===== config.mk =====
export PLATFORM = sky130hd
export DESIGN_NAME = axis_pattern_gen
export DESIGN_NICKNAME = d
export VERILOG_FILES = /design/src/rtl/axis_pattern_gen.sv
export SDC_FILE = /design/constraint.sdc
export NUM_CORES = 1
export LEC_CHECK = 0
export ABC_AREA = 1
export ABC_CLOCK_PERIOD_IN_PS = 6400
export CORE_MARGIN = 4
export CORE_UTILIZATION = 28
export DETAILED_ROUTE_END_ITERATION = 6
export HOLD_SLACK_MARGIN = 0.06
export PLACE_DENSITY = 0.53
export SKIP_CTS_REPAIR_TIMING = 1
export SLEW_MARGIN = 30
export SYNTH_ARGS = -nofsm -noshare
export SYNTH_HDL_FRONTEND = slang
export SYNTH_SLANG_ARGS = --single-unit

===== constraint.sdc =====
create_clock -name aclk -period 6.4 [get_ports aclk]
set_clock_uncertainty 0.15 [all_clocks]
set_input_delay 1.6 -clock aclk [delete_from_list [all_inputs] [get_ports aclk]]
set_output_delay 1.6 -clock aclk [all_outputs]
set_load 0.005 [all_outputs]

===== src/rtl/axis_pattern_gen.sv =====
// AXI-Stream master emitting framed counter patterns with programmable length, gap and frame count.
// Optional macro AXIS_PATTERN_GEN_SEQNUM_EN: beat 0 of each frame carries the frame sequence number.
module axis_pattern_gen #(
    parameter int DATA_WIDTH = 16,
    parameter int LEN_WIDTH  = 16,
    parameter int GAP_WIDTH  = 8
) (
    input  logic                  aclk,
    input  logic                  areset,
    input  logic                  cfg_enable,
    input  logic [LEN_WIDTH-1:0]  cfg_len,
    input  logic [GAP_WIDTH-1:0]  cfg_gap,
    input  logic [15:0]           cfg_count,
    output logic                  busy,
    output logic                  frame_done,
    output logic [31:0]           frames_sent,
    output logic [DATA_WIDTH-1:0] m_axis_tdata,
    output logic                  m_axis_tvalid,
    output logic                  m_axis_tlast,
    input  logic                  m_axis_tready,
    output logic [1:0]            dbg_state
);

    // Handshake: a beat transfers on a rising edge where tvalid and tready are both high;
    // while tvalid is high and tready low, tvalid/tdata/tlast hold their values.

    typedef enum logic [1:0] {
        S_IDLE = 2'd0,
        S_SEND = 2'd1,
        S_GAP  = 2'd2,
        S_DONE = 2'd3
    } state_t;

    state_t                state_q, state_d;
    logic [LEN_WIDTH-1:0]  beat_q, beat_d;
    logic [LEN_WIDTH-1:0]  len_q, len_d;
    logic [GAP_WIDTH-1:0]  gap_q, gap_d;
    logic [GAP_WIDTH-1:0]  gap_cnt_q, gap_cnt_d;
    logic [15:0]           count_q, count_d;
    logic [31:0]           frames_q, frames_d;
    logic [DATA_WIDTH-1:0] tdata_q, tdata_d;
    logic                  tvalid_q, tvalid_d;
    logic                  tlast_q, tlast_d;
    logic                  frame_done_q, frame_done_d;

    logic                  start_frame;
    logic [LEN_WIDTH-1:0]  beat_next;
    logic [31:0]           frames_inc;

    assign beat_next  = beat_q + LEN_WIDTH'(1);
    assign frames_inc = frames_q + 32'd1;

    always_comb begin
        state_d      = state_q;
        beat_d       = beat_q;
        len_d        = len_q;
        gap_d        = gap_q;
        gap_cnt_d    = gap_cnt_q;
        count_d      = count_q;
        frames_d     = frames_q;
        tdata_d      = tdata_q;
        tvalid_d     = tvalid_q;
        tlast_d      = tlast_q;
        frame_done_d = 1'b0;
        start_frame  = 1'b0;

        case (state_q)
            S_IDLE: begin
                tvalid_d = 1'b0;
                tlast_d  = 1'b0;
                if (cfg_enable) begin
                    count_d     = cfg_count;
                    frames_d    = '0;
                    start_frame = 1'b1;
                end
            end
            S_SEND: begin
                if (m_axis_tready) begin
                    if (tlast_q) begin
                        frames_d     = frames_inc;
                        frame_done_d = 1'b1;
                        tvalid_d     = 1'b0;
                        tlast_d      = 1'b0;
                        if (count_q != 16'd0 && frames_inc == {16'd0, count_q}) begin
                            state_d = S_DONE;
                        end else if (!cfg_enable) begin
                            state_d = S_IDLE;
                        end else if (gap_q == '0) begin
                            start_frame = 1'b1;
                        end else begin
                            state_d   = S_GAP;
                            gap_cnt_d = gap_q - GAP_WIDTH'(1);
                        end
                    end else begin
                        beat_d  = beat_next;
                        tdata_d = DATA_WIDTH'(beat_next);
                        tlast_d = (beat_next == len_q);
                    end
                end
            end
            S_GAP: begin
                if (gap_cnt_q == '0) begin
                    start_frame = 1'b1;
                end else begin
                    gap_cnt_d = gap_cnt_q - GAP_WIDTH'(1);
                end
            end
            S_DONE: begin
                tvalid_d = 1'b0;
                tlast_d  = 1'b0;
                if (!cfg_enable) begin
                    state_d = S_IDLE;
                end
            end
            default: state_d = S_IDLE;
        endcase

        // First beat of every frame re-latches the frame configuration.
        if (start_frame) begin
            state_d  = S_SEND;
            len_d    = cfg_len;
            gap_d    = cfg_gap;
            beat_d   = '0;
            tvalid_d = 1'b1;
            tlast_d  = (cfg_len == '0);
`ifdef AXIS_PATTERN_GEN_SEQNUM_EN
            tdata_d  = DATA_WIDTH'(frames_d);
`else
            tdata_d  = '0;
`endif
        end
    end

    always_ff @(posedge aclk) begin
        if (areset) begin
            state_q      <= S_IDLE;
            beat_q       <= '0;
            len_q        <= '0;
            gap_q        <= '0;
            gap_cnt_q    <= '0;
            count_q      <= '0;
            frames_q     <= '0;
            tdata_q      <= '0;
            tvalid_q     <= 1'b0;
            tlast_q      <= 1'b0;
            frame_done_q <= 1'b0;
        end else begin
            state_q      <= state_d;
            beat_q       <= beat_d;
            len_q        <= len_d;
            gap_q        <= gap_d;
            gap_cnt_q    <= gap_cnt_d;
            count_q      <= count_d;
            frames_q     <= frames_d;
            tdata_q      <= tdata_d;
            tvalid_q     <= tvalid_d;
            tlast_q      <= tlast_d;
            frame_done_q <= frame_done_d;
        end
    end

    assign busy          = (state_q == S_SEND) || (state_q == S_GAP);
    assign frame_done    = frame_done_q;
    assign frames_sent   = frames_q;
    assign m_axis_tdata  = tdata_q;
    assign m_axis_tvalid = tvalid_q;
    assign m_axis_tlast  = tlast_q;
    assign dbg_state     = state_q;

endmodule


==> flow_summary_export.csv, run 1 <==
group,metric,value,unit
layout,area_delta_synth_final,25.2,%
status,status,"finished clean",
global_route,grt-ovfl-total,0,
placement,portBuffers,97,
floorplan,io_pins,98,
layout,layout.cells.non_filler,1316,
synthesis,synth_cells,952,
routing,routedWlPerCell,13.2,µm
timing,worst_pin_slew,0.727,ns
routing,wl,17300,µm
placement,hpwlAfterDp,13500,µm
timing,fmax,0.262,GHz
pwr,peakVddDrop,0.117,mV
worst_setup_path,crit_arrival,3.96,ns
global_route,grt_pass1_wl,28500,µm
floorplan,die_area,23800,µm²
cts,root_buffer,"clkbuf_16",
pwr,p_leak,2.79,nW
routing,routed_via_density,4.59,
layout,final_area,7500,µm²
synthesis,syn_area,5990,µm²
min_path,min_path_type,"flop to flop",
global_route,grt_antenna_before_repair,0,
placement,dp_cells,1300,
synthesis,ys_seq_area_share,33.8,%
layout,seqCellArea,2020,µm²
routing,drt_pass1_iterations,5,
synthesis,syn_avg_cell_area,6.29,µm²
synthesis,yosysUniqueCellTypes,38,
cts,cts_tree,"yes",
timing,final_max_slew_viol_count,0,
layout,layout_common_cells,"nand2_1, nor2_1, dfxtp_1, clkdlybuf4s50_1, inv_1",
routing,drc,0,
synthesis,synth_warnings,0,
cts,clock_path_buffers,2,
floorplan,chipWidth,154,µm
placement,dpl_cell_area,7210,µm²
global_route,grt_usage,14.7,%
timing,period_share,59.6,%
layout,num-fill-cells,2285,
timing,finalSetupTns,0,ns
worst_setup_path,startpoint_type,"primary input",
synthesis,synth-seq-cells,101,
floorplan,die-height,154,µm
routing,routed-via-count,6037,
cts,clk_latency,0.36,ns
timing,rsz0062_at_grt,"no",
timing,relSlewSlack,51.5,%
cts,clk_pin_slew,0.07,ns
floorplan,initial_core_util,28.5,%
layout,n_antenna_cell,0,
worst_setup_path,setup.worst_path.class,"primary input to flop",
worst_setup_path,crit_fanout,31,
routing,dr.first_iter.drc_count,321,
worst_setup_path,crit_chain,"clkdlybuf4s50_1 -> nand2_1 -> buf_4 -> o21ai_0 -> nand2_1 -> nor2_2 -> buf_4 -> inv_1 -> o21a_1 -> nor2_1",
floorplan,core,21000,µm²
timing,fin_crit,3.82,ns
placement,gp_congestion,0.879,
global_route,grt_max_degree,36,
floorplan,fp-row-count,53,
cts,numClockSinks,101,
timing,hold_viol_final,0,
layout,fin_nets,1087,
worst_setup_path,required,6.54,ns
cts,h-tree-depth,3,
layout,multi_input_area,3490,µm²
placement,dp_slack,2.21,ns
job,cap_viol_max_count,0,
worst_setup_path,max_stage_delay,0.57,ns
timing,worst_slack,2.58,ns
global_route,grt_pass1_vias,5590,
layout,drive_above_1_share,5.38,%
cts,numCtsBuffers,9,
worst_setup_path,end_kind,"flop",
routing,postRouteAntennaNets,0,
layout,mostFrequentLayoutCell,"nand2_1",
synthesis,syn-num-nets,1003,
timing,setup_viol,0,
worst_setup_path,crit_slowest_cell,"clkdlybuf4s50_1",
pwr,powerDensity,225,nW/µm²
-- path summary, 6_finish.rpt --
path | startpoint | end | slack (ns) | cells past startpoint
max | cfg_enable | frames_sent[17]$_SDFFE_PP0P_ | 2.58 | 10
min reg2reg | m_axis_tvalid$_SDFFE_PP0P_ | m_axis_tvalid$_SDFFE_PP0P_ | 0.32 | 2
max reg2reg | frames_sent[0]$_SDFFE_PP0P_ | gap_q[7]$_SDFFE_PP0P_ | 2.80 | 17
min | m_axis_tvalid$_SDFFE_PP0P_ | m_axis_tvalid$_SDFFE_PP0P_ | 0.32 | 2
-- worst max-delay path: cells and delay by family --
kind	cells	cell delay, ns
buffers and inverters	4	1.25
AO/OA/AOI/OAI	2	0.31
AND/OR/NAND/NOR	4	0.79
-- per-layer routing --
metal  routed length [µm]  track usage, %  up-vias  part of all wire [%]
met3                  891            2.83       14                   5.1
met2                 7670            23.4      117                    44
li1                     -               -     3221                     -
met5                    0               0        -                     0
met1                 8570            20.5     2685                    49
met4                  185            3.78        0                   1.1
-- cells in the mapped netlist, drive strengths merged --
cell | instances | area share, %
a211oi | 1 | 0.13
a21o | 1 | 0.13
a21oi | 58 | 5.0
a2bb2oi | 2 | 0.29
and2 | 2 | 0.21
buf | 7 | 0.86
clkbuf | 22 | 1.4
clkinv | 1 | 0.063
dfxtp | 101 | 34
ha | 7 | 1.5
inv | 90 | 5.6
mux2i | 3 | 0.50
nand2 | 272 | 17
nand3 | 54 | 4.8
nand3b | 8 | 1.0
nand4 | 14 | 1.5
nor2 | 173 | 12
nor3 | 13 | 1.1
nor3b | 1 | 0.13
nor4 | 7 | 0.73
o21a | 1 | 0.13
o21ai | 73 | 6.1
o21bai | 1 | 0.13
or2 | 8 | 0.84
or4 | 1 | 0.13
xnor2 | 12 | 1.8
xnor3 | 2 | 0.75
xor2 | 17 | 2.5
-- kinds of logic after synthesis --
group	Yosys count	synth area share (%)
adders and majority gates	7	1.46
AOI/OAI and AO/OA	137	11.9
xor gates and xnor gates	31	4.99
buffers and inverters	120	7.94
and+or+nand+nor	553	39.5
DFF	101	33.8
muxes	3	0.501
-- where the power goes --
group | internal, mW | switching [mW]
clock network | 0.280 | 0.259
registers | 0.685 | 0.0508
logic | 0.167 | 0.245
-- area by class of cell --
cell class                 count  area share, %
sequential                   101           27.0
multi-input combinational    731           46.6
inverter                      91           4.56
clock inverter                 5          0.568
clock buffer                  11           3.24
timing repair buffer         102           13.5
tap                          275           4.59
-- metrics by stage --
step	utilization, %	total power [mW]	hold WS [ns]
after floorplan	-	1.03	0.299
after global placement	34.3	1.17	0.327
after detailed placement	34.3	1.17	0.317
after CTS	35.7	1.71	0.328
after global routing	35.7	1.80	0.342
final	35.7	1.69	0.324
-- registers in the layout, indices dropped and copies added (netlist names) --
register	count
len_q	16
count_q	16
dbg_state	2
m_axis_tvalid	1
frames_sent	32
m_axis_tlast	1
frame_done	1
m_axis_tdata	16
gap_cnt_q	8
gap_q	8
Note: power is estimated with default switching activity, not from simulation.
==> run 2, diff against run 1 <==
Settings changed: ABC_CLOCK_PERIOD_IN_PS 6400 to 3960.
Clock period 6.4 ns to 3.96 ns, I/O delays scaled along.
==> run 2 against run 1 <==
  * Sequential power is 62% higher
  * Routed wire length is 2.3% higher
  * Count of clock-buffer cells in the layout is 1 lower
  * Highest routed layer unchanged
  * Non-clock buffer count is 2 higher
  * Largest cell class unchanged
  * Critical endpoint is now gap_q[1]$_SDFFE_PP0P_
  * Clock power is 85% higher
  * Critical path depth is 8 higher
  * Die area stayed put
==> flow_summary_export.csv, run 2 (same netlist as run 1, synthesis figures left out) <==
group,metric,value,unit
worst_setup_path,crit_fanout,31,
layout,n_antenna_cell,0,
floorplan,die_area,23800,µm²
routing,dr.first_iter.drc_count,371,
pwr,power_switching,0.863,mW
cts,root_buffer,"clkbuf_16",
routing,routed-via-count,6088,
floorplan,fp-row-count,53,
floorplan,die-height,154,µm
worst_setup_path,cp-startpoint,"frames_sent[0]$_SDFFE_PP0P_",
routing,wl,17700,µm
timing,setup_viol,0,
timing,fmax,0.300,GHz
floorplan,core,21000,µm²
timing,relSlewSlack,51.0,%
routing,drc,0,
routing,drt_pass1_iterations,5,
routing,routedWlPerCell,13.5,µm
worst_setup_path,startpoint_type,"flop",
worst_setup_path,crit_slowest_cell,"dfxtp_1",
routing,postRouteAntennaNets,0,
layout,area_delta_synth_final,26.3,%
worst_setup_path,r2r_cells,18,
worst_setup_path,reg2reg_from,"frames_sent[0]$_SDFFE_PP0P_",
global_route,grt_pass1_vias,5960,
worst_setup_path,max_stage_delay,0.43,ns
layout,layout_common_cells,"nand2_1, nor2_1, dfxtp_1, clkdlybuf4s50_1, inv_1",
timing,worst_pin_slew,0.735,ns
worst_setup_path,cp_common_cell,"nor2_1",
worst_setup_path,setup.worst_path.class,"flop to flop",
timing,rsz0062_at_grt,"no",
pwr,powerDensity,377,nW/µm²
min_path,min_path_type,"flop to flop",
routing,routed_via_density,4.63,
cts,clk_pin_slew,0.07,ns
timing,finalSetupTns,0,ns
pwr,p_seq_share,41.7,%
global_route,top_usage_layer,"met2",
global_route,grt-ovfl-total,0,
status,status,"finished clean",
placement,portBuffers,97,
job,cap_viol_max_count,0,
layout,mostFrequentLayoutCell,"nand2_1",
timing,period_share,84.2,%
pwr,peakVddDrop,0.200,mV
global_route,grt_antenna_before_repair,0,
floorplan,io_pins,98,
global_route,grt_use_met3,3.02,%
pwr,total_power,2.86,mW
layout,fin_nets,1089,
global_route,grt_max_degree,35,
worst_setup_path,required,4.05,ns
worst_setup_path,r2r_end,"gap_q[1]$_SDFFE_PP0P_",
worst_setup_path,crit_path_end,"gap_q[1]$_SDFFE_PP0P_",
cts,h-tree-depth,3,
global_route,grt_pass1_wl,29600,µm
layout,largest_register_ffs,32,
timing,hold_ws,0.331,ns
floorplan,initial_core_util,28.5,%
worst_setup_path,end_kind,"flop",
placement,gp_congestion,0.878,
cts,numCtsBuffers,9,
timing,final_max_slew_viol_count,0,
pwr,pwr-share-clk,34.9,%
floorplan,chipWidth,154,µm
worst_setup_path,crit_arrival,3.43,ns
global_route,met2_usage,23.7,%
pwr,switching_share,30.2,%
global_route,grt.met1_usage,21.0,%
pwr,p_leak,2.83,nW
cts,numClockSinks,101,
timing,hold_viol_final,0,
layout,drive_above_1_share,5.38,%
placement,hpwlAfterDp,13800,µm
timing,fin_crit,3.33,ns
pwr,intPower,1.99,mW
pwr,combPwrFrac,23.3,%
cts,clock_path_buffers,2,
cts,cts_tree,"yes",
worst_setup_path,rrSetupSlack,0.63,ns
cts,clk_latency,0.35,ns
global_route,grt_usage,15.2,%
worst_setup_path,crit_chain,"ha_1 -> nand2_2 -> nor2_4 -> nand2_2 -> nor2_1 -> nor2_1 -> nor2_1 -> nand3_1 -> nor2_1 -> nand2_1 -> nor2_2 -> nand3_2 -> nand2_1 -> nand2_2 -> nand2_4 -> inv_1 -> nor2_1 -> nor2_1",
run 2: layout make-up:
class,count,area [µm²]
repair buffers,104,1040
multi-input cells,731,3490
inverters,91,342
clock buffers,10,229
fillers,2275,13500
clock inverters,4,98.8
flip-flops and latches,101,2020
well taps,275,344
run 2: power groups by stage:
stage                     sequential [mW]  clock [mW]  combinational [mW]
final                                1.19       0.997               0.667
after global routing                 1.21        1.07               0.772
after CTS                            1.19        1.03               0.676
after detailed placement             1.22           0               0.674
after global placement               1.22           0               0.670
after floorplan                      1.19           0               0.479
run 2: metal layers:
metal  wire length [µm]  part of all wire (%)  up-vias
li1                   -                     -     3212
met1               8700                    49     2711
met2               7770                    44      141
met3                900                   5.1       24
met4                353                   2.0        0
met5                  0                     0        -
run 2: how the worst min path moves through the flow:
stage                                   from                            end  slack (ns)  depth (start not counted)
6_report          m_axis_tvalid$_SDFFE_PP0P_     m_axis_tvalid$_SDFFE_PP0P_        0.33                          2
5_1_grt           m_axis_tvalid$_SDFFE_PP0P_     m_axis_tvalid$_SDFFE_PP0P_        0.36                          2
4_1_cts           m_axis_tvalid$_SDFFE_PP0P_     m_axis_tvalid$_SDFFE_PP0P_        0.34                          2
3_5_place_dp      m_axis_tvalid$_SDFFE_PP0P_     m_axis_tvalid$_SDFFE_PP0P_        0.33                          2
3_3_place_gp   m_axis_tdata[15]$_SDFFE_PP0P_  m_axis_tdata[15]$_SDFFE_PP0P_        0.33                          2
2_1_floorplan      gap_cnt_q[2]$_SDFFE_PP0P_      gap_cnt_q[2]$_SDFFE_PP0P_        0.30                          2
run 2: worst max-delay path: cells and delay by family, from the launching register on:
family | cells | cell delay, ns
buffers and inverters | 1 | 0.39
AND/OR/NAND/NOR | 16 | 1.98
adder cells (fa/ha/maj) | 1 | 0.23
flip-flops | 1 | 0.43
run 2: per-stage QoR:
stage	setup WS [ns]	std cells	cell area [µm²]	utilization, %
after detailed placement	0.527	1302	7240	34.4
final	0.627	1316	7570	36.0
after floorplan	1.47	952	5990	-
after global placement	0.530	1302	7240	34.4
after global routing	0.127	1316	7570	36.0
after CTS	0.647	1316	7570	36.0
